**src/rtl/ex_mem_pkg.sv**
```systemverilog
// Shared types and constants for the EX/MEM stage and its branch condition evaluator.
package ex_mem_pkg;

  typedef enum logic [3:0] {
    COND_EQ = 4'b0000,
    COND_NE = 4'b0001,
    COND_HS = 4'b0010,
    COND_LO = 4'b0011,
    COND_MI = 4'b0100,
    COND_PL = 4'b0101,
    COND_VS = 4'b0110,
    COND_VC = 4'b0111,
    COND_HI = 4'b1000,
    COND_LS = 4'b1001,
    COND_GE = 4'b1010,
    COND_LT = 4'b1011,
    COND_GT = 4'b1100,
    COND_LE = 4'b1101,
    COND_AL = 4'b1110,
    COND_NV = 4'b1111
  } cond_t;

  localparam int unsigned FLAG_N = 3;
  localparam int unsigned FLAG_Z = 2;
  localparam int unsigned FLAG_C = 1;
  localparam int unsigned FLAG_V = 0;

endpackage

```
**src/rtl/ex_mem_stage_cond_eval.sv**
```systemverilog
// Combinational B.cond evaluator: (cond, NZCV flags) -> taken. Also used by the fetch predictor.
module cond_eval
  import ex_mem_pkg::*;
(
  input  logic [3:0] cond,
  input  logic [3:0] flags,
  output logic       taken
);

  logic n, z, c, v;

  always_comb begin
    n = flags[FLAG_N];
    z = flags[FLAG_Z];
    c = flags[FLAG_C];
    v = flags[FLAG_V];
    taken = 1'b0;
    case (cond_t'(cond))
      COND_EQ: taken = z;
      COND_NE: taken = ~z;
      COND_HS: taken = c;
      COND_LO: taken = ~c;
      COND_MI: taken = n;
      COND_PL: taken = ~n;
      COND_VS: taken = v;
      COND_VC: taken = ~v;
      COND_HI: taken = c & ~z;
      COND_LS: taken = ~(c & ~z);
      COND_GE: taken = (n == v);
      COND_LT: taken = (n != v);
      COND_GT: taken = ~z & (n == v);
      COND_LE: taken = ~(~z & (n == v));
      default: taken = 1'b1;
    endcase
  end

endmodule

```
**src/rtl/ex_mem_stage.sv**
```systemverilog
// EX/MEM pipeline register with NZCV flag register and branch resolution.
// Define EX_MEM_STATS_EN to add taken_count / flag_update_count statistics outputs.
module ex_mem_stage
  import ex_mem_pkg::*;
#(
  parameter int unsigned DATA_W = 64,
  parameter int unsigned REG_W  = 5
) (
  input  logic              clk,
  input  logic              reset,
  input  logic              stall,
  input  logic              flush,
  input  logic              in_valid,
  input  logic [DATA_W-1:0] alu_result,
  input  logic              alu_negative,
  input  logic              alu_zero,
  input  logic              alu_overflow,
  input  logic              alu_carry_out,
  input  logic              set_flags,
  input  logic              is_bcond,
  input  logic              is_cbz,
  input  logic [3:0]        cond,
  input  logic              reg_write_in,
  input  logic              mem_read_in,
  input  logic              mem_write_in,
  input  logic [REG_W-1:0]  rd_in,
  input  logic [DATA_W-1:0] store_data_in,
  output logic              out_valid,
  output logic [DATA_W-1:0] result_q,
  output logic [DATA_W-1:0] store_data_q,
  output logic [REG_W-1:0]  rd_q,
  output logic              reg_write_q,
  output logic              mem_read_q,
  output logic              mem_write_q,
  output logic [3:0]        flags_q,
  output logic              branch_taken_q
`ifdef EX_MEM_STATS_EN
  ,
  output logic [31:0]       taken_count,
  output logic [31:0]       flag_update_count
`endif
);

  logic bcond_true;
  logic branch_next;
  logic load_en;
  logic flag_update;
  logic [3:0] flags_next;

  // B.cond sees the pre-edge flags_q, even when the same instruction sets flags.
  cond_eval u_cond_eval (
    .cond  (cond),
    .flags (flags_q),
    .taken (bcond_true)
  );

  always_comb begin
    load_en     = ~stall & ~flush;
    branch_next = in_valid & ((is_bcond & bcond_true) | (is_cbz & alu_zero));
    flag_update = load_en & in_valid & set_flags;
    flags_next  = '0;
    flags_next[FLAG_N] = alu_negative;
    flags_next[FLAG_Z] = alu_zero;
    flags_next[FLAG_C] = alu_carry_out;
    flags_next[FLAG_V] = alu_overflow;
  end

  always_ff @(posedge clk or posedge reset) begin
    if (reset) begin
      out_valid      <= 1'b0;
      result_q       <= '0;
      store_data_q   <= '0;
      rd_q           <= '0;
      reg_write_q    <= 1'b0;
      mem_read_q     <= 1'b0;
      mem_write_q    <= 1'b0;
      flags_q        <= '0;
      branch_taken_q <= 1'b0;
    end else if (!stall) begin
      if (flush) begin
        out_valid      <= 1'b0;
        result_q       <= '0;
        store_data_q   <= '0;
        rd_q           <= '0;
        reg_write_q    <= 1'b0;
        mem_read_q     <= 1'b0;
        mem_write_q    <= 1'b0;
        branch_taken_q <= 1'b0;
      end else begin
        out_valid      <= in_valid;
        result_q       <= alu_result;
        store_data_q   <= store_data_in;
        rd_q           <= rd_in;
        reg_write_q    <= reg_write_in & in_valid;
        mem_read_q     <= mem_read_in & in_valid;
        mem_write_q    <= mem_write_in & in_valid;
        branch_taken_q <= branch_next;
      end
      if (flag_update) flags_q <= flags_next;
    end
  end

`ifdef EX_MEM_STATS_EN
  always_ff @(posedge clk or posedge reset) begin
    if (reset) begin
      taken_count       <= '0;
      flag_update_count <= '0;
    end else begin
      if (load_en && branch_next) taken_count <= taken_count + 32'd1;
      if (flag_update) flag_update_count <= flag_update_count + 32'd1;
    end
  end
`endif

endmodule
```
**config.mk**
```make
export PLATFORM = sky130hd
export DESIGN_NAME = ex_mem_stage
export DESIGN_NICKNAME = d
export VERILOG_FILES = /design/src/rtl/ex_mem_pkg.sv /design/src/rtl/ex_mem_stage_cond_eval.sv /design/src/rtl/ex_mem_stage.sv
export SDC_FILE = /design/constraint.sdc
export NUM_CORES = 1
export LEC_CHECK = 0
export ABC_AREA = 0
export BUFFER_PORTS_ARGS = -buffer_cell sky130_fd_sc_hd__clkbuf_2
export CORE_ASPECT_RATIO = 1.2
export CORE_MARGIN = 4
export CORE_UTILIZATION = 39
export DETAILED_ROUTE_END_ITERATION = 10
export PLACE_DENSITY_LB_ADDON = 0.1
export SYNTH_ARGS = -nofsm -noshare
export SYNTH_HDL_FRONTEND = slang
export SYNTH_SLANG_ARGS = --single-unit
```
**constraint.sdc**
```tcl
create_clock -name clk -period 5.2 [get_ports clk]
set_clock_uncertainty 0.1 [all_clocks]
set_input_delay 1.04 -clock clk [delete_from_list [all_inputs] [get_ports clk]]
set_output_delay 1.04 -clock clk [all_outputs]
set_load 0.03 [all_outputs]
```
### Yosys cells after proc, flatten, opt, wreduce, memory -nomap -nowiden

Cells that the tools add are included.

| storage, ports and cells | value |
|---|---|
| flip-flop bits (word level) | 142 |
| bits in latches | 0 |
| RAM bits | 0 |
| memory bits (read-only) | 0 |
| bits of input ports | 152 |
| output and inout bits | 142 |
| logic and storage cells | 55 |
| memories kept | 0 |

| operators by class | value |
|---|---|
| add/sub/neg operators | 0 |
| multipliers | 0 |
| div/mod/pow operators | 0 |
| $lt $le $gt $ge | 0 |
| equality and inequality tests | 15 |
| shift operators | 0 |
| muxes and demuxes | 9 |
| bitwise operators | 20 |
| reduce and logical (&&, ||, !) cells | 2 |

Operator list:

| kind | number |
|---|---|
| 64-bit two-way mux | 2 |
| 4-bit == test, second input constant | 6 |
| 4-bit by 3-bit == test with 1-bit output, second input constant | 4 |
| 1-bit one-hot mux with 14 select lines | 1 |
| 1-bit AND | 11 |
| 4-bit by 2-bit == test with 1-bit output, second input constant | 2 |
| 1-bit inverter | 8 |
| 1-bit two-way mux | 5 |
| 5-bit two-way mux | 1 |
| 4-bit by 1-bit == test with 1-bit output, second input constant | 1 |
| 4-bit zero test | 1 |
| 2-bit AND reduction | 1 |
| 1-bit == test | 1 |
| 1-bit != test | 1 |
| 1-bit bitwise OR | 1 |

### Logic depth before layout (Yosys ltp)

Gate-level depths: netlist of run 1.

| logic depth | value |
|---|---|
| word-level depth | 8 |
| mapped depth | 5 |
| mapped depth without buffers | 5 |

### Modules after synthesis

From an unflattened synthesis of run 1, not the netlist that was laid out.

| unflattened totals | value |
|---|---|
| cells, all modules | 353 |
| area, all modules | 5201.2 µm² |

By module, submodules not included:

| module | times used | cells an instance | area an instance (µm²) | seq. area each (µm²) |
|---|---|---|---|---|
| ex_mem_stage | 1 | 329 | 5023.6 | 3553.4 |
| cond_eval | 1 | 24 | 177.7 | 0.0 |

### Worst setup path after synthesis of run 1

OpenSTA, ideal clock, no wires.

| path | value |
|---|---|
| kind | in2reg |
| start | in cond[1] |
| end | reg branch_taken_q |
| setup time | 0.120 ns |
| arrival time | 1.960 ns |
| required time | 4.980 ns |
| path slack | 3.021 ns |
| stages on the path | 4 |
| path buffers | 0 |
| cells stage by stage | or4b_1 > o2111ai_1 > o311ai_1 > a31o_1 |

| between the ends | value |
|---|---|
| word-level cells in the longest chain between the ends | 6 |
| elaborated cells between the ends (all ways) | 19 |
| classes of those cells | eq/ne: 13; mux: 2; bitwise: 3; reduce/logical: 1 |

RTL lines:

| element | line | text |
|---|---|---|
| from (decl) | ex_mem_stage.sv:22 | `input logic [3:0] cond,` |
| 4-bit == test (tied with other cells) | ex_mem_stage_cond_eval.sv:18 | `case (cond_t'(cond))` |
| 1-bit one-hot mux with 14 select lines * | ex_mem_stage_cond_eval.sv:18 |  |
| 1-bit AND * | ex_mem_stage.sv:59 | `branch_next = in_valid & ((is_bcond & bcond_true) \| (is_cbz & alu_zero));` |
| 1-bit bitwise OR * | ex_mem_stage.sv:59 |  |
| 1-bit AND * | ex_mem_stage.sv:59 |  |
| 1-bit two-way mux * | ex_mem_stage.sv:80 | `if (flush) begin` |
| to (signal assigned) | ex_mem_stage.sv:97 | `branch_taken_q <= branch_next;` |
| to (decl) | ex_mem_stage.sv:36 | `output logic branch_taken_q` |

Every way passes the cells marked *; elsewhere a longest branch is shown, timed or not.
A chain may end at the register's enable or synchronous reset.

### Worst setup path after layout of run 1

| path | value |
|---|---|
| start | in stall |
| end | reg store_data_q[59] |

RTL lines:

| element | line | text |
|---|---|---|
| from (decl) | ex_mem_stage.sv:11 | `input logic stall,` |
| to (signal assigned) | ex_mem_stage.sv:92 | `store_data_q <= store_data_in;` |
| to (decl) | ex_mem_stage.sv:30 | `output logic [DATA_W-1:0] store_data_q,` |

No word-level cell between the ends.

==> results of run 1 <==
## power breakdown
group | total, µW | internal [µW] | leakage (µW) | switching [µW]
logic | 511 | 178 | 0.00187 | 333
registers | 1250 | 1200 | 0.00185 | 55.5
clock network | 1190 | 770 | 0.000288 | 421
## sequential cells by signal, indices dropped and copies added (netlist names)
| name | count |
|---|---|
| mem_read_q | 1 |
| result_q | 64 |
| rd_q | 5 |
| branch_taken_q | 1 |
| reg_write_q | 1 |
| flags_q | 4 |
| mem_write_q | 1 |
| store_data_q | 64 |
| out_valid | 1 |
## critical path, cell delays in order
cell and delay (ns):
buf_4 0.61, buf_4 0.71, a22o_1 0.26
## Yosys cell counts
cell type	instances
nand3b_1	1
mux2i_1	1
xnor2_1	2
clkbuf_1	16
nor2b_1	1
buf_1	8
nor2_1	3
o2111ai_1	1
nor3b_1	2
dfrtp_1	142
mux2_1	3
nand2b_1	2
a22o_1	132
inv_1	3
o21ai_0	4
a31oi_1	1
o32a_1	1
buf_2	6
nor3b_2	1
xor2_1	2
or4b_1	1
o311ai_1	1
a31o_1	1
o21ai_1	5
nand2_1	10
nand3_1	1
## layout make-up
type | count | area (µm²)
Timing Repair Buffer | 297 | 1500
Multi-Input combinational cell | 176 | 1450
Inverter | 3 | 16.3
Tap cell | 164 | 205
Sequential cell | 142 | 3550
Fill cell | 1095 | 5470
Clock buffer | 27 | 513
Clock inverter | 5 | 77.6
## worst max path at each step
stage          startpoint               end  slack [ns]  depth (start not counted)
3_3_place_gp        stall   store_data_q[6]        2.43                          3
3_5_place_dp        stall  store_data_q[48]        2.35                          3
5_1_grt             stall       reg_write_q        2.61                          4
6_report            stall  store_data_q[59]        2.73                          3
4_1_cts             stall  store_data_q[48]        2.79                          3
2_1_floorplan       reset    branch_taken_q        0.25                          1
## layer usage
metal | up-vias | global-route usage, %
met5 | - | 0
met4 | 0 | 7.15
met3 | 16 | 7.68
met2 | 205 | 32.6
met1 | 2023 | 23.3
li1 | 1907 | -
## cell families (layout without fill, tap and decap cells)
family / Yosys count / in the layout / share of synthesized area [%]
multiplexers: 4 / 4 / 0.854
AO/OA/AOI/OAI: 146 / 146 / 24.3
AND/OR/NAND/NOR: 22 / 22 / 2.29
XOR/XNOR: 4 / 4 / 0.684
flip-flops: 142 / 142 / 69.3
buffers and inverters: 33 / 332 / 2.56
## metrics by stage
step	hold slack (ns)	setup slack, ns	cells
6_report	0.403	2.73	814
3_5_place_dp	0.395	2.35	782
4_1_cts	0.407	2.79	814
2_1_floorplan	0.559	0.250	351
3_3_place_gp	0.377	2.43	782
5_1_grt	0.417	2.61	814
==> key figures, run 1 <==
Synth
  • Syn Inst Count: 351
  • Synth top area share: 69.3%
  • Distinct cells, synth: 26
  • Yosys warning total: 0
  • Syn Area/Cell: 14.6 µm²
  • Synthesis-stage register bit count: 142
  • Syn_nets: 503
  • Register area share after synthesis: 69.3%
  • Yosys top cell by area: dfrtp_1
  • Ranking of synthesized cells by area: dfrtp_1 69%, a22o_1 23%, clkbuf_1 1.2%
  • Post-Synthesis Cell Area: 0.00512 mm²

Power and ir drop
  • Cell Pwr Density: 404 mW/mm²
  • Max VDD drop: 226 µV
  • Total power: 2950 µW
  • Leakage: 0.00401 µW

Critical path
  • CP Launch Type: input port
  • R2r endpoint: branch_taken_q
  • Crit path kind: in2reg
  • CP max FO: 78
  • Reg2Reg Depth: 5
  • Required @ worst endpoint: 5.44 ns
  • Reg-to-reg startpoint: flags_q[0]
  • CP Capture Type: register
  • Critical path arrival: 2.70 ns
  • R2r setup slk: 3.43 ns

Clocking
  • Clock tree buffer depth: 2
  • TritonCTS Buffers: 17
  • # Post-CTS Setup Buffers: 0
  • Worst skew pair latency: 0.40 ns
  • Clk pin slew, worst setup/hold paths: 0.05 ns
  • CTS tree: done
  • Post_cts resized: 0
  • CTS H-Tree Depth: 4
  • Root buf cell: clkbuf_16
  • Clock Sinks: 142
  • CTS Hold Bufs: 0

GRT
  • Vias in the first global route: 4320
  • Largest net degree at the start of global routing: 118
  • Initial antenna violation count: 0
  • First-pass GRT wire length: 23.2 mm
  • Tot GR Track Use: 19.7%
  • Global route total overflow: 0

Detailed routing
  • Routed met3 length: 1.47 mm
  • DRT iter0 DRCs: 327
  • Avg WL per Cell: 18.3 µm
  • Final wirelength: 14.9 mm
  • Drt pass-1 iters: 4
  • M1 WL: 5.66 mm
  • DRC: 0
  • Vias/cell: 5.10
  • Antenna viol nets, final: 0
  • DR top layer: met4
  • DR vias: 4151
  • DR WL met2: 7.50 mm

Cells and area
  • Most frequent cells in the layout: 292 x clkbuf_2, 142 x dfrtp_1, 132 x a22o_1, 17 x clkbuf_16, 10 x nand2_1
  • ANT cells: 0
  • Nets: 789
  • Final design utilization: 57.2%
  • Layout cells sized above 1: 50.3%
  • Area Growth Syn to Fin: 42.7%
  • Final instance area: 0.00731 mm²
  • Commonest non-fill, non-tap cell in the layout: clkbuf_2

Hold path
  • Hold path startpoint: reg_write_q
  • Hold depth: 2
  • Hold Path Class: reg2reg
  • Worst Hold End: reg_write_q

Placement
  • Global placer's final weighted congestion: 0.797
  • I/O Buffers: 293
  • Placed cell areas: 0.00672 mm²
  • Detailed Place HPWL: 10.8 mm

STA
  • Rel. slew slack: 32.4%
  • Max Slew Vio Count: 0
  • RSZ-0062 raised after global routing: false
  • Final setup vio count: 0
  • Worst slew pin tran: 1.01 ns
  • TNS Setup: 0 ns
  • Tcrit/Tclk final: 47.4%
  • Post-layout min period: 2.47 ns
  • Final Hold Viols: 0
  • Peak Freq: 0.406 GHz

Status
  • Status: complete, no violations

Floorplanning
  • Core area: 0.0128 mm²
  • DIE WIDTH: 113 µm
  • Initial core utilization: 40.1%
  • I/O pin cnt: 294
  • Num rows: 45
  • Die area: 0.0150 mm²
  • Die Span Y: 134 µm

Flow run
  • Max-cap viol count: 0
Power figures use the tool's default switching activity.
==> inputs of run 2 (changes only) <==
--- a/config.mk
+++ b/config.mk
@@ -9,7 +9,7 @@
 export BUFFER_PORTS_ARGS = -buffer_cell sky130_fd_sc_hd__clkbuf_2
 export CORE_ASPECT_RATIO = 1.2
 export CORE_MARGIN = 4
-export CORE_UTILIZATION = 39
+export CORE_UTILIZATION = 44
 export DETAILED_ROUTE_END_ITERATION = 10
 export PLACE_DENSITY_LB_ADDON = 0.1
 export SYNTH_ARGS = -nofsm -noshare
==> constraint.sdc (replaced) <==
create_clock -name clk -period 2.4 [get_ports clk]
set_clock_uncertainty 0.1 [all_clocks]
set_input_delay 0.48 -clock clk [delete_from_list [all_inputs] [get_ports clk]]
set_output_delay 0.48 -clock clk [all_outputs]
set_load 0.03 [all_outputs]
==> run 2 against run 1 <==
  * Sequential cell count unchanged
  * Clock power increased by 110%
  * Design area grew 0.33%
  * Die area fell by 11%
  * Critical path type is now reg2reg
  * Critical endpoint is now branch_taken_q
  * Largest power group unchanged
==> key figures, run 2 (synthesis gave the netlist of run 1 again) <==
Clocking
  • Clock Sinks: 142 (unchanged)
  • CTS H-Tree Depth: 4 (unchanged)
  • Clock tree buffer depth: 2 (unchanged)
  • TritonCTS Buffers: 17 (unchanged)
  • Clk pin slew, worst setup/hold paths: 0.06 ns (was 0.05 ns)
  • Root buf cell: clkbuf_16 (unchanged)
  • Post_cts resized: 0 (unchanged)
  • Worst skew pair latency: 0.40 ns (about the same)
  • CTS tree: done (unchanged)
  • # Post-CTS Setup Buffers: 0 (unchanged)
  • CTS Hold Bufs: 0 (unchanged)

STA
  • TNS Setup: 0 ns (unchanged)
  • RSZ-0062 raised after global routing: false (unchanged)
  • Setup slack after layout: 0.607 ns (was 2.73 ns)
  • Post-layout min period: 1.79 ns
  • Worst slew pin tran: 0.677 ns (was 1.01 ns)
  • Final setup vio count: 0 (unchanged)
  • Max Slew Vio Count: 0 (unchanged)
  • Tcrit/Tclk final: 74.7%
  • Rel. slew slack: 54.8% (was 32.4%)
  • Final Hold Viols: 0 (unchanged)
  • Peak Freq: 0.558 GHz

Cells and area
  • Final design utilization: 65.5% (was 57.2%)
  • Most frequent cells in the layout: 292 x clkbuf_2, 142 x dfrtp_1, 132 x a22o_1, 17 x clkbuf_16, 10 x nand2_1 (unchanged)
  • Area Growth Syn to Fin: 43.1% (was 42.7%)
  • Fillers: 932 (was 1095)
  • Nets: 791 (was 789)
  • Top flop regs: result_q x64, store_data_q x64, rd_q x5 (unchanged)
  • ANT cells: 0 (unchanged)
  • Commonest non-fill, non-tap cell in the layout: clkbuf_2 (unchanged)
  • Final instance area: 0.00734 mm² (was 0.00731 mm²)
  • Layout cells sized above 1: 51.1% (was 50.3%)

Detailed routing
  • Avg WL per Cell: 18.7 µm (was 18.3 µm)
  • DR vias: 4209 (was 4151)
  • DRC: 0 (unchanged)
  • Antenna viol nets, final: 0 (unchanged)
  • DRT iter0 DRCs: 238 (was 327)
  • Final wirelength: 15.1 mm (was 14.9 mm)
  • Drt pass-1 iters: 4 (unchanged)
  • Vias/cell: 5.22 (was 5.10)

GRT
  • Met1 Use GR: 26.1% (was 23.3%)
  • Largest net degree at the start of global routing: 76 (was 118)
  • Tot GR Track Use: 22.5% (was 19.7%)
  • Routing usage on met2: 37.9% (was 32.6%)
  • Global route total overflow: 0 (unchanged)
  • First-pass GRT wire length: 23.6 mm (was 23.2 mm)
  • Vias in the first global route: 4352 (was 4320)
  • Initial antenna violation count: 0 (unchanged)
  • Most Used Layer, Global Route: met2 (unchanged)
  • Met3 usage: 8.03% (was 7.68%)

Floorplanning
  • Initial core utilization: 45.8% (was 40.1%)
  • DIE WIDTH: 107 µm (was 113 µm)
  • I/O pin cnt: 294 (unchanged)
  • Num rows: 42 (was 45)
  • Die Span Y: 126 µm (was 134 µm)
  • Die area: 0.0134 mm² (was 0.0150 mm²)
  • Core area: 0.0112 mm² (was 0.0128 mm²)

Hold path
  • Hold Path Class: in2async (was reg2reg)

Critical path
  • Critical path arrival: 1.98 ns (was 2.70 ns)
  • CP Capture Type: register (unchanged)
  • Reg-to-reg startpoint: flags_q[0] (unchanged)
  • Launch point of the worst path: flags_q[0] (was stall)
  • Required @ worst endpoint: 2.59 ns (was 5.44 ns)
  • CP Launch Type: register (was input port)
  • Crit path kind: reg2reg (was in2reg)
  • CP max FO: 6 (was 78)

Placement
  • Placed cell areas: 0.00676 mm² (was 0.00672 mm²)
  • I/O Buffers: 293 (unchanged)
  • Global placer's final weighted congestion: 0.826 (was 0.797)
  • Detailed Place HPWL: 11.1 mm (was 10.8 mm)
  • Dpl ws: 0.532 ns (was 2.35 ns)

Power and ir drop
  • Leakage: 0.00400 µW (was 0.00401 µW)
  • Max VDD drop: 514 µV (was 226 µV)
  • Cell Pwr Density: 867 mW/mm² (was 404 mW/mm²)

Status
  • Status: complete, no violations (unchanged)

Flow run
  • Max-cap viol count: 0 (unchanged)
==> run 2: changes by cell type in the layout (fill, tap and decap cells not counted), sizes merged <==
cell      before  now
clkinvlp       1    7
clkbuf       319  310
clkinv         2    6
buf            5    7
inv            3    2
==> run 2: worst max-delay path, cell delays in order (launching register included) <==
cell and delay, ns:
dfrtp_1 0.45, xor2_1 0.20, or4b_1 0.48, o2111ai_1 0.12, o311ai_1 0.12, a31o_1 0.21
==> run 2: final timing paths <==
| check | to | depth (start not counted) | slack, ns |
|---|---|---|---|
| max reg2reg | branch_taken_q | 5 | 0.61 |
| max | branch_taken_q | 5 | 0.61 |
| min reg2reg | mem_read_q | 2 | 0.40 |
| min in group clk | store_data_q[54] | 2 | 0.18 |
| max in group asynchronous | store_data_q[32] | 3 | 1.49 |
| min | result_q[41] | 2 | 0.01 |
==> run 2: routing by layer <==
| metal | part of all wire [%] | wire length, µm |
|---|---|---|
| met2 | 51 | 7690 |
| met3 | 8.2 | 1250 |
| met5 | 0 | 0 |
| met4 | 2.9 | 433 |
| met1 | 38 | 5740 |
==> run 2: area by class of cell <==
cell class	instances	area [µm²]	share of cell area [%]
clock buffers	18	429	5.85
clock inverters	14	146	2.00
inverters	3	15.0	0.205
multi-input cells	176	1450	19.7
flip-flops and latches	142	3550	48.4
well taps	154	193	2.63
repair buffers	299	1550	21.1
==> run 2: per-stage QoR <==
stage               std cells  power [µW]  hold slack [ns]
finish                    806        6360           0.0116
floorplan                 351        3440            0.471
CTS                       806        6430           0.0191
detailed placement        774        3890            0.390
global placement          774        3860            0.379
global route              806        6630           0.0376
==> run 2: report_power, final <==
part           internal, µW  total (µW)  switching (µW)
clock network          1530        2530             999
logic                   394        1120             729
registers              2590        2710             123
